### src/rtl/wb_pkg.sv
// Shared definitions for the writeback unit: datapath widths and the
// pending-write queue entry {addr, data}.
package wb_pkg;

  localparam int unsigned DATA_W   = 32;
  localparam int unsigned ADDR_W   = 5;
  localparam int unsigned NUM_REGS = 32;

  typedef struct packed {
    logic [ADDR_W-1:0] addr;
    logic [DATA_W-1:0] data;
  } wb_entry_t;

endpackage

### src/rtl/writeback_unit_if.sv
// Writeback unit bus: issue port, ALU and load result offers, register-file
// write port and status outputs.
//   master : upstream/environment side (drives issue and result offers)
//   slave  : writeback unit side (drives readies, write port, status)
interface writeback_unit_if
  import wb_pkg::*;
#(
  parameter int unsigned DEPTH = 4
) ();

  localparam int unsigned CW = $clog2(DEPTH) + 1;

  logic                issue_en;
  logic [ADDR_W-1:0]   issue_addr;

  logic                alu_valid;
  logic [ADDR_W-1:0]   alu_addr;
  logic [DATA_W-1:0]   alu_data;
  logic                alu_ready;

  logic                mem_valid;
  logic [ADDR_W-1:0]   mem_addr;
  logic [DATA_W-1:0]   mem_data;
  logic                mem_ready;

  logic                write_en;
  logic [ADDR_W-1:0]   write_addr;
  logic [DATA_W-1:0]   write_data;

  logic [NUM_REGS-1:0] busy_mask;
  logic                issue_conflict;
  logic [CW-1:0]       count;

  modport master (
    output issue_en, issue_addr,
    output alu_valid, alu_addr, alu_data,
    output mem_valid, mem_addr, mem_data,
    input  alu_ready, mem_ready,
    input  write_en, write_addr, write_data,
    input  busy_mask, issue_conflict, count
  );

  modport slave (
    input  issue_en, issue_addr,
    input  alu_valid, alu_addr, alu_data,
    input  mem_valid, mem_addr, mem_data,
    output alu_ready, mem_ready,
    output write_en, write_addr, write_data,
    output busy_mask, issue_conflict, count
  );

endinterface

### src/rtl/wb_fifo.sv
// Pending-write queue: DEPTH entries, two write ports, one read port.
// Port a is always enqueued ahead of port b when both push together.
// Ports: clk, rst_n, push_a/entry_a, push_b/entry_b, pop, head (current
// oldest entry), count (occupancy). The caller guarantees no overflow and
// only pops when count > 0.
module wb_fifo
  import wb_pkg::*;
#(
  parameter int unsigned DEPTH = 4
) (
  input  logic                   clk,
  input  logic                   rst_n,
  input  logic                   push_a,
  input  wb_entry_t              entry_a,
  input  logic                   push_b,
  input  wb_entry_t              entry_b,
  input  logic                   pop,
  output wb_entry_t              head,
  output logic [$clog2(DEPTH):0] count
);

  localparam int unsigned PW = $clog2(DEPTH);
  localparam int unsigned CW = PW + 1;

  wb_entry_t         mem_q [DEPTH];
  logic [PW-1:0]     wr_ptr_q, wr_ptr_d, wr_ptr_b;
  logic [PW-1:0]     rd_ptr_q, rd_ptr_d;
  logic [CW-1:0]     count_q, count_d;

  // Pointers wrap naturally because DEPTH is a power of two.
  always_comb begin
    wr_ptr_b = push_a ? wr_ptr_q + PW'(1) : wr_ptr_q;
    wr_ptr_d = wr_ptr_q + PW'(push_a) + PW'(push_b);
    rd_ptr_d = rd_ptr_q + PW'(pop);
    count_d  = count_q + CW'(push_a) + CW'(push_b) - CW'(pop);
  end

  always_ff @(posedge clk or negedge rst_n) begin
    if (!rst_n) begin
      wr_ptr_q <= '0;
      rd_ptr_q <= '0;
      count_q  <= '0;
    end else begin
      wr_ptr_q <= wr_ptr_d;
      rd_ptr_q <= rd_ptr_d;
      count_q  <= count_d;
    end
  end

  // Storage is not reset; occupancy alone decides what is valid.
  always_ff @(posedge clk) begin
    if (push_a) mem_q[wr_ptr_q] <= entry_a;
    if (push_b) mem_q[wr_ptr_b] <= entry_b;
  end

  assign head  = mem_q[rd_ptr_q];
  assign count = count_q;

endmodule

### src/rtl/writeback_unit.sv
// Writeback unit: arbitrates ALU and load results into a pending-write
// queue, drains one entry per cycle to a registered register-file write
// port, and tracks registers with outstanding writes.
// Ports: clk, rst_n (async, active-low), bus (writeback_unit_if.slave).
module writeback_unit
  import wb_pkg::*;
#(
  parameter int unsigned DEPTH = 4
) (
  input logic              clk,
  input logic              rst_n,
  writeback_unit_if.slave  bus
);

  localparam int unsigned      CW         = $clog2(DEPTH) + 1;
  localparam logic [CW-1:0]    Full       = CW'(DEPTH);
  localparam logic [CW-1:0]    AlmostFull = CW'(DEPTH - 1);

  logic [CW-1:0]       count;
  logic                mem_push, alu_push, pop;
  wb_entry_t           mem_entry, alu_entry, head;

  logic                wen_q;
  logic [ADDR_W-1:0]   waddr_q;
  logic [DATA_W-1:0]   wdata_q;
  logic [NUM_REGS-1:0] busy_q, busy_d;
  logic                conflict_q, conflict_d;
  logic                issue_hit;

  // Readiness looks only at occupancy at cycle start, so a slot freed by
  // this cycle's dequeue is never offered. Mem takes priority for the last slot.
  assign bus.mem_ready = count < Full;
  assign bus.alu_ready = (count < AlmostFull) || ((count < Full) && !bus.mem_valid);

  // Results to r0 complete the handshake but are dropped.
  assign mem_push = bus.mem_valid && bus.mem_ready && (bus.mem_addr != '0);
  assign alu_push = bus.alu_valid && bus.alu_ready && (bus.alu_addr != '0);
  assign pop      = count != '0;

  assign mem_entry = '{addr: bus.mem_addr, data: bus.mem_data};
  assign alu_entry = '{addr: bus.alu_addr, data: bus.alu_data};

  wb_fifo #(
    .DEPTH (DEPTH)
  ) u_fifo (
    .clk     (clk),
    .rst_n   (rst_n),
    .push_a  (mem_push),
    .entry_a (mem_entry),
    .push_b  (alu_push),
    .entry_b (alu_entry),
    .pop     (pop),
    .head    (head),
    .count   (count)
  );

  assign issue_hit = bus.issue_en && (bus.issue_addr != '0);

  // Clear on the edge the register file captures; a same-edge issue wins.
  always_comb begin
    busy_d = busy_q;
    if (wen_q) busy_d[waddr_q] = 1'b0;
    if (issue_hit) busy_d[bus.issue_addr] = 1'b1;
    busy_d[0] = 1'b0;
    conflict_d = issue_hit && busy_q[bus.issue_addr];
  end

  always_ff @(posedge clk or negedge rst_n) begin
    if (!rst_n) begin
      wen_q      <= 1'b0;
      waddr_q    <= '0;
      wdata_q    <= '0;
      busy_q     <= '0;
      conflict_q <= 1'b0;
    end else begin
      wen_q      <= pop;
      if (pop) begin
        waddr_q <= head.addr;
        wdata_q <= head.data;
      end
      busy_q     <= busy_d;
      conflict_q <= conflict_d;
    end
  end

  assign bus.write_en       = wen_q;
  assign bus.write_addr     = waddr_q;
  assign bus.write_data     = wdata_q;
  assign bus.busy_mask      = busy_q;
  assign bus.issue_conflict = conflict_q;
  assign bus.count          = count;

endmodule

### src/flat_wrapper.sv
// flat-port wrapper written by rule: the top's interface ports become plain ports
module writeback_unit_flat import wb_pkg::*;
#(
  parameter int unsigned DEPTH = 4
)
  (clk, rst_n, bus_issue_en, bus_issue_addr, bus_alu_valid, bus_alu_addr, bus_alu_data, bus_mem_valid, bus_mem_addr, bus_mem_data, bus_alu_ready, bus_mem_ready, bus_write_en, bus_write_addr, bus_write_data, bus_busy_mask, bus_issue_conflict, bus_count);
  writeback_unit_if #(.DEPTH(DEPTH)) bus_i ();
  input logic clk;
  input logic rst_n;
  input wire logic [$bits(bus_i.issue_en)-1:0] bus_issue_en;
  input wire logic [$bits(bus_i.issue_addr)-1:0] bus_issue_addr;
  input wire logic [$bits(bus_i.alu_valid)-1:0] bus_alu_valid;
  input wire logic [$bits(bus_i.alu_addr)-1:0] bus_alu_addr;
  input wire logic [$bits(bus_i.alu_data)-1:0] bus_alu_data;
  input wire logic [$bits(bus_i.mem_valid)-1:0] bus_mem_valid;
  input wire logic [$bits(bus_i.mem_addr)-1:0] bus_mem_addr;
  input wire logic [$bits(bus_i.mem_data)-1:0] bus_mem_data;
  output wire logic [$bits(bus_i.alu_ready)-1:0] bus_alu_ready;
  output wire logic [$bits(bus_i.mem_ready)-1:0] bus_mem_ready;
  output wire logic [$bits(bus_i.write_en)-1:0] bus_write_en;
  output wire logic [$bits(bus_i.write_addr)-1:0] bus_write_addr;
  output wire logic [$bits(bus_i.write_data)-1:0] bus_write_data;
  output wire logic [$bits(bus_i.busy_mask)-1:0] bus_busy_mask;
  output wire logic [$bits(bus_i.issue_conflict)-1:0] bus_issue_conflict;
  output wire logic [$bits(bus_i.count)-1:0] bus_count;
  assign bus_i.issue_en = bus_issue_en;
  assign bus_i.issue_addr = bus_issue_addr;
  assign bus_i.alu_valid = bus_alu_valid;
  assign bus_i.alu_addr = bus_alu_addr;
  assign bus_i.alu_data = bus_alu_data;
  assign bus_i.mem_valid = bus_mem_valid;
  assign bus_i.mem_addr = bus_mem_addr;
  assign bus_i.mem_data = bus_mem_data;
  assign bus_alu_ready = bus_i.alu_ready;
  assign bus_mem_ready = bus_i.mem_ready;
  assign bus_write_en = bus_i.write_en;
  assign bus_write_addr = bus_i.write_addr;
  assign bus_write_data = bus_i.write_data;
  assign bus_busy_mask = bus_i.busy_mask;
  assign bus_issue_conflict = bus_i.issue_conflict;
  assign bus_count = bus_i.count;
  writeback_unit #(.DEPTH(DEPTH)) u_core (.clk(clk), .rst_n(rst_n), .bus(bus_i));
endmodule
### config.mk
export PLATFORM = sky130hd
export DESIGN_NAME = writeback_unit_flat
export DESIGN_NICKNAME = d
export VERILOG_FILES = /design/src/rtl/wb_pkg.sv /design/src/rtl/writeback_unit_if.sv /design/src/rtl/wb_fifo.sv /design/src/rtl/writeback_unit.sv /design/src/flat_wrapper.sv
export SDC_FILE = /design/constraint.sdc
export NUM_CORES = 1
export LEC_CHECK = 0
export ABC_AREA = 0
export CAP_MARGIN = 20
export CORE_UTILIZATION = 52
export CTS_BUF_LIST = sky130_fd_sc_hd__clkbuf_8
export DETAILED_ROUTE_END_ITERATION = 12
export GPL_ROUTABILITY_DRIVEN = 0
export MAX_ROUTING_LAYER = met4
export PLACE_DENSITY_LB_ADDON = 0.05
export SYNTH_ARGS = -nofsm -noshare
export SYNTH_HDL_FRONTEND = slang
export SYNTH_SLANG_ARGS = --single-unit
### constraint.sdc
create_clock -name clk -period 9.85 [get_ports clk]
set_clock_uncertainty 0.15 [all_clocks]
set_input_delay 0.985 -clock clk [delete_from_list [all_inputs] [get_ports clk]]
set_output_delay 0.985 -clock clk [all_outputs]
set_load 0.03 [all_outputs]
==> metrics.md <==
| Metric | Value |
|---|---|
| #FFs+latches synth | `225` |
| Die height | `145 um` |
| Initial DRC Count | `383` |
| Synth top cells by count | `mux2_2 (167), edfxtp_1 (148), dfrtp_1 (77)` |
| Seq/Total Area, Yosys | `59.8%` |
| Area post-placement | `12500 um2` |
| Fmax | `256 MHz` |
| Chip width | `145 um` |
| Total vias in the final route | `6519` |
| Hold bufs inserted after CTS | `0` |
| Worst-margin pin slew | `1080 ps` |
| Placed Instances | `1041` |
| # IOs | `160` |
| Drt pass-1 iters | `4` |
| Postcts setup bufs | `0` |
| Vias/cell | `5.86` |
| Yosys Warn Count | `0` |
| Share of layout cells above drive strength 1 | `37.8%` |
| Worst Reg-to-Reg Cells | `8` |
| Clk Latency, worst-skew pair | `530 ps` |
| CTS buffer count | `39` |
| Cell Rows | `51` |
| Fin crit period | `3910 ps` |
| Die area | `21100 um2` |
| Final Hold Vio Count | `0` |
| Remaining DRCs | `0` |
| Worst-case clock buffer depth | `3` |
| Reg clk slew, reported paths | `60 ps` |
| First-pass GRT wire length | `37.8 mm` |
| Max_cap viols | `0` |
| Synth cell types | `39` |
| Final antenna diode count | `0` |
| Initial antenna violation count | `0` |
| Crit-path max FO | `29` |
| Top-area cell type share of the netlist area | `41.7%` |
| WL per Instance | `21.9 um` |
| Syn Inst Count | `641` |
| Startpoint Class | `input port` |
| Leak | `4.86 nW` |
| Post-route design area | `13400 um2` |
| Synth Flop Type | `edfxtp_1` |
| Final cell count without fillers | `1112` |
| Synth-to-Final Area Change | `25.5%` |
| Sinks on Clock Net | `225` |
| Period utilization | `39.7%` |
| Status | `finished clean` |
| Antenna-violating nets left | `0` |
| PwrDens | `321 nW/um2` |
| Max-slew headroom | `28.1%` |
| Req. time, crit path | `9970 ps` |
| Number of synthesized flops with an enable pin | `148` |
| Fillers | `1394` |
| FF/Latch Area | `6370 um2` |
| Final setup fails | `0` |
| Mapped Nets | `735` |
| Mapped Area | `10600 um2` |
| Worst IR Drop VDD | `0.168 mV` |
| Initial Util | `53.8%` |
| Post-synth top area cell | `edfxtp_1` |
| WS Path Type | `input port to flip-flop` |
| Final TNS setup | `0 ps` |
| Hold WC Path Type | `input port to async pin` |
| GRT Residual Overflow | `0` |
| CTS tree | `yes` |
| Unrepaired setup endpoints after global routing | `no` |
| Arrival time worst endpoint | `4040 ps` |
| Core Footprint | `19800 um2` |
| Final #Nets | `911` |
| Final HPWL DP | `14.9 mm` |
| Max Slew Vio Count | `0` |
| Port Buffers | `158` |
| Htree depth | `2` |
| Critical Path End Type | `flip-flop` |
| Count leader, synth | `mux2_2` |
| # resized after CTS | `0` |
| FFs w/ async S/R, synth | `34.2%` |
| Drt total wl | `24.4 mm` |
| Multi-input logic area | `4100 um2` |
| Synth area leaders | `edfxtp_1 (42%), dfrtp_1 (18%), mux2_2 (18%), mux4_2 (9.3%), o21ai_0 (2.9%)` |
| Number of global-route vias before repair | `6917` |
| Total track usage | `24.3%` |
| Syn_area_per_cell | `16.6 um2` |
| Root Driver | `clkbuf_8` |
| Pin count of the biggest net entering global routing | `50` |
placed cells by master, fill, tap and decap left out, drive strengths merged, types with 2 or more instances in the layout:
| master | Yosys | layout |
|---|---|---|
| a21o | 2 | 2 |
| a21oi | 2 | 2 |
| a31oi | 4 | 4 |
| buf | 20 | 12 |
| clkbuf | 14 | 55 |
| clkdlybuf4s50 | 0 | 157 |
| clkinv | 0 | 4 |
| dfrtp | 77 | 77 |
| edfxtp | 148 | 148 |
| fa | 3 | 3 |
| ha | 7 | 7 |
| inv | 15 | 27 |
| mux2 | 187 | 187 |
| mux4 | 44 | 44 |
| nand2 | 8 | 8 |
| nand3 | 6 | 6 |
| nand3b | 11 | 11 |
| nor2 | 3 | 3 |
| nor3 | 3 | 3 |
| o21ai | 62 | 62 |
| o22ai | 3 | 3 |
| or3 | 2 | 2 |
| or3b | 7 | 7 |
| xnor2 | 2 | 2 |
| xor2 | 2 | 2 |
routing by layer:
| metal | wire (um) | track usage (%) | vias up |
|---|---|---|---|
| li1 | - | - | 2881 |
| met1 | 9880 | 30.2 | 3340 |
| met2 | 12500 | 40.5 | 260 |
| met3 | 1630 | 4.50 | 38 |
| met4 | 410 | 7.63 | 0 |
| met5 | 0 | - | - |
power breakdown:
| group | switching [mW] | internal (mW) |
|---|---|---|
| combinational | 0.921 | 0.861 |
| clock | 0.369 | 0.493 |
| sequential | 0.237 | 1.41 |
| total | 1.53 | 2.76 |
through the flow:
step | hold WS [ps] | setup slack [ps] | power, mW | utilization [%]
after CTS | 262 | 5930 | 4.33 | 67.6
after global placement | 336 | 5450 | 3.40 | 63.2
after floorplan | 323 | 5910 | 2.76 | -
after global routing | 277 | 5810 | 4.50 | 67.6
final | 256 | 5940 | 4.29 | 67.6
after detailed placement | 344 | 5420 | 3.46 | 63.4
area by class of cell:
cell class                      instances  area share, %
Multi-Input combinational cell        367           30.7
Timing Repair Buffer                  169           12.6
Tap cell                              265           2.48
Clock buffer                           55           5.66
Inverter                               15          0.421
Clock inverter                         16          0.468
Sequential cell                       225           47.7
critical path, stage by stage:
cell and delay [ps]:
clkdlybuf4s50_1 490, nor3_1 270, a21o_2 290, inv_2 110, xnor2_1 210, nor3b_2 690, buf_4 550, mux2_2 400
cell families (layout without fill, tap and decap cells):
family | after synthesis | count (layout) | synth area share (%)
muxes | 231 | 231 | 29.8
and+or+nand+nor | 44 | 44 | 2.54
other | 1 | 1 | 0.0352
AOI/OAI and AO/OA | 77 | 77 | 3.91
DFF | 225 | 225 | 59.8
buffers and inverters | 49 | 255 | 2.19
adders and majority gates | 10 | 10 | 1.39
xor gates and xnor gates | 4 | 4 | 0.329
flip-flops by register name, indices dropped and copies added, names as in the netlist:
register                   cells
u_core.bus.write_addr          5
u_core.bus.write_en            1
u_core.u_fifo.count            3
u_core.u_fifo.wr_ptr_q         2
u_core.u_fifo.mem_q          148
u_core.bus.busy_mask          31
u_core.bus.write_data         32
u_core.u_fifo.rd_ptr_q         2
u_core.bus.issue_conflict      1
path summary, 6_finish.rpt:
path / start / to / slack (ps)
worst max-delay path: bus_mem_addr[1] / u_core.u_fifo.mem_q[3][9]$_DFFE_PP_ / 5940
worst min-delay path: rst_n / u_core.bus.write_data[29]$_DFFE_PN0N_ / 260
worst max register to register: u_core.u_fifo.count[2]$_DFF_PN0_ / u_core.u_fifo.mem_q[3][9]$_DFFE_PP_ / 6500
worst min register to register: u_core.bus.write_data[30]$_DFFE_PN0N_ / u_core.bus.write_data[30]$_DFFE_PN0N_ / 350
max in group asynchronous: rst_n / u_core.bus.write_data[10]$_DFFE_PN0N_ / 8300
min in group clk: u_core.bus.write_data[30]$_DFFE_PN0N_ / u_core.bus.write_data[30]$_DFFE_PN0N_ / 350
Note: power is estimated with default switching activity, not from simulation.
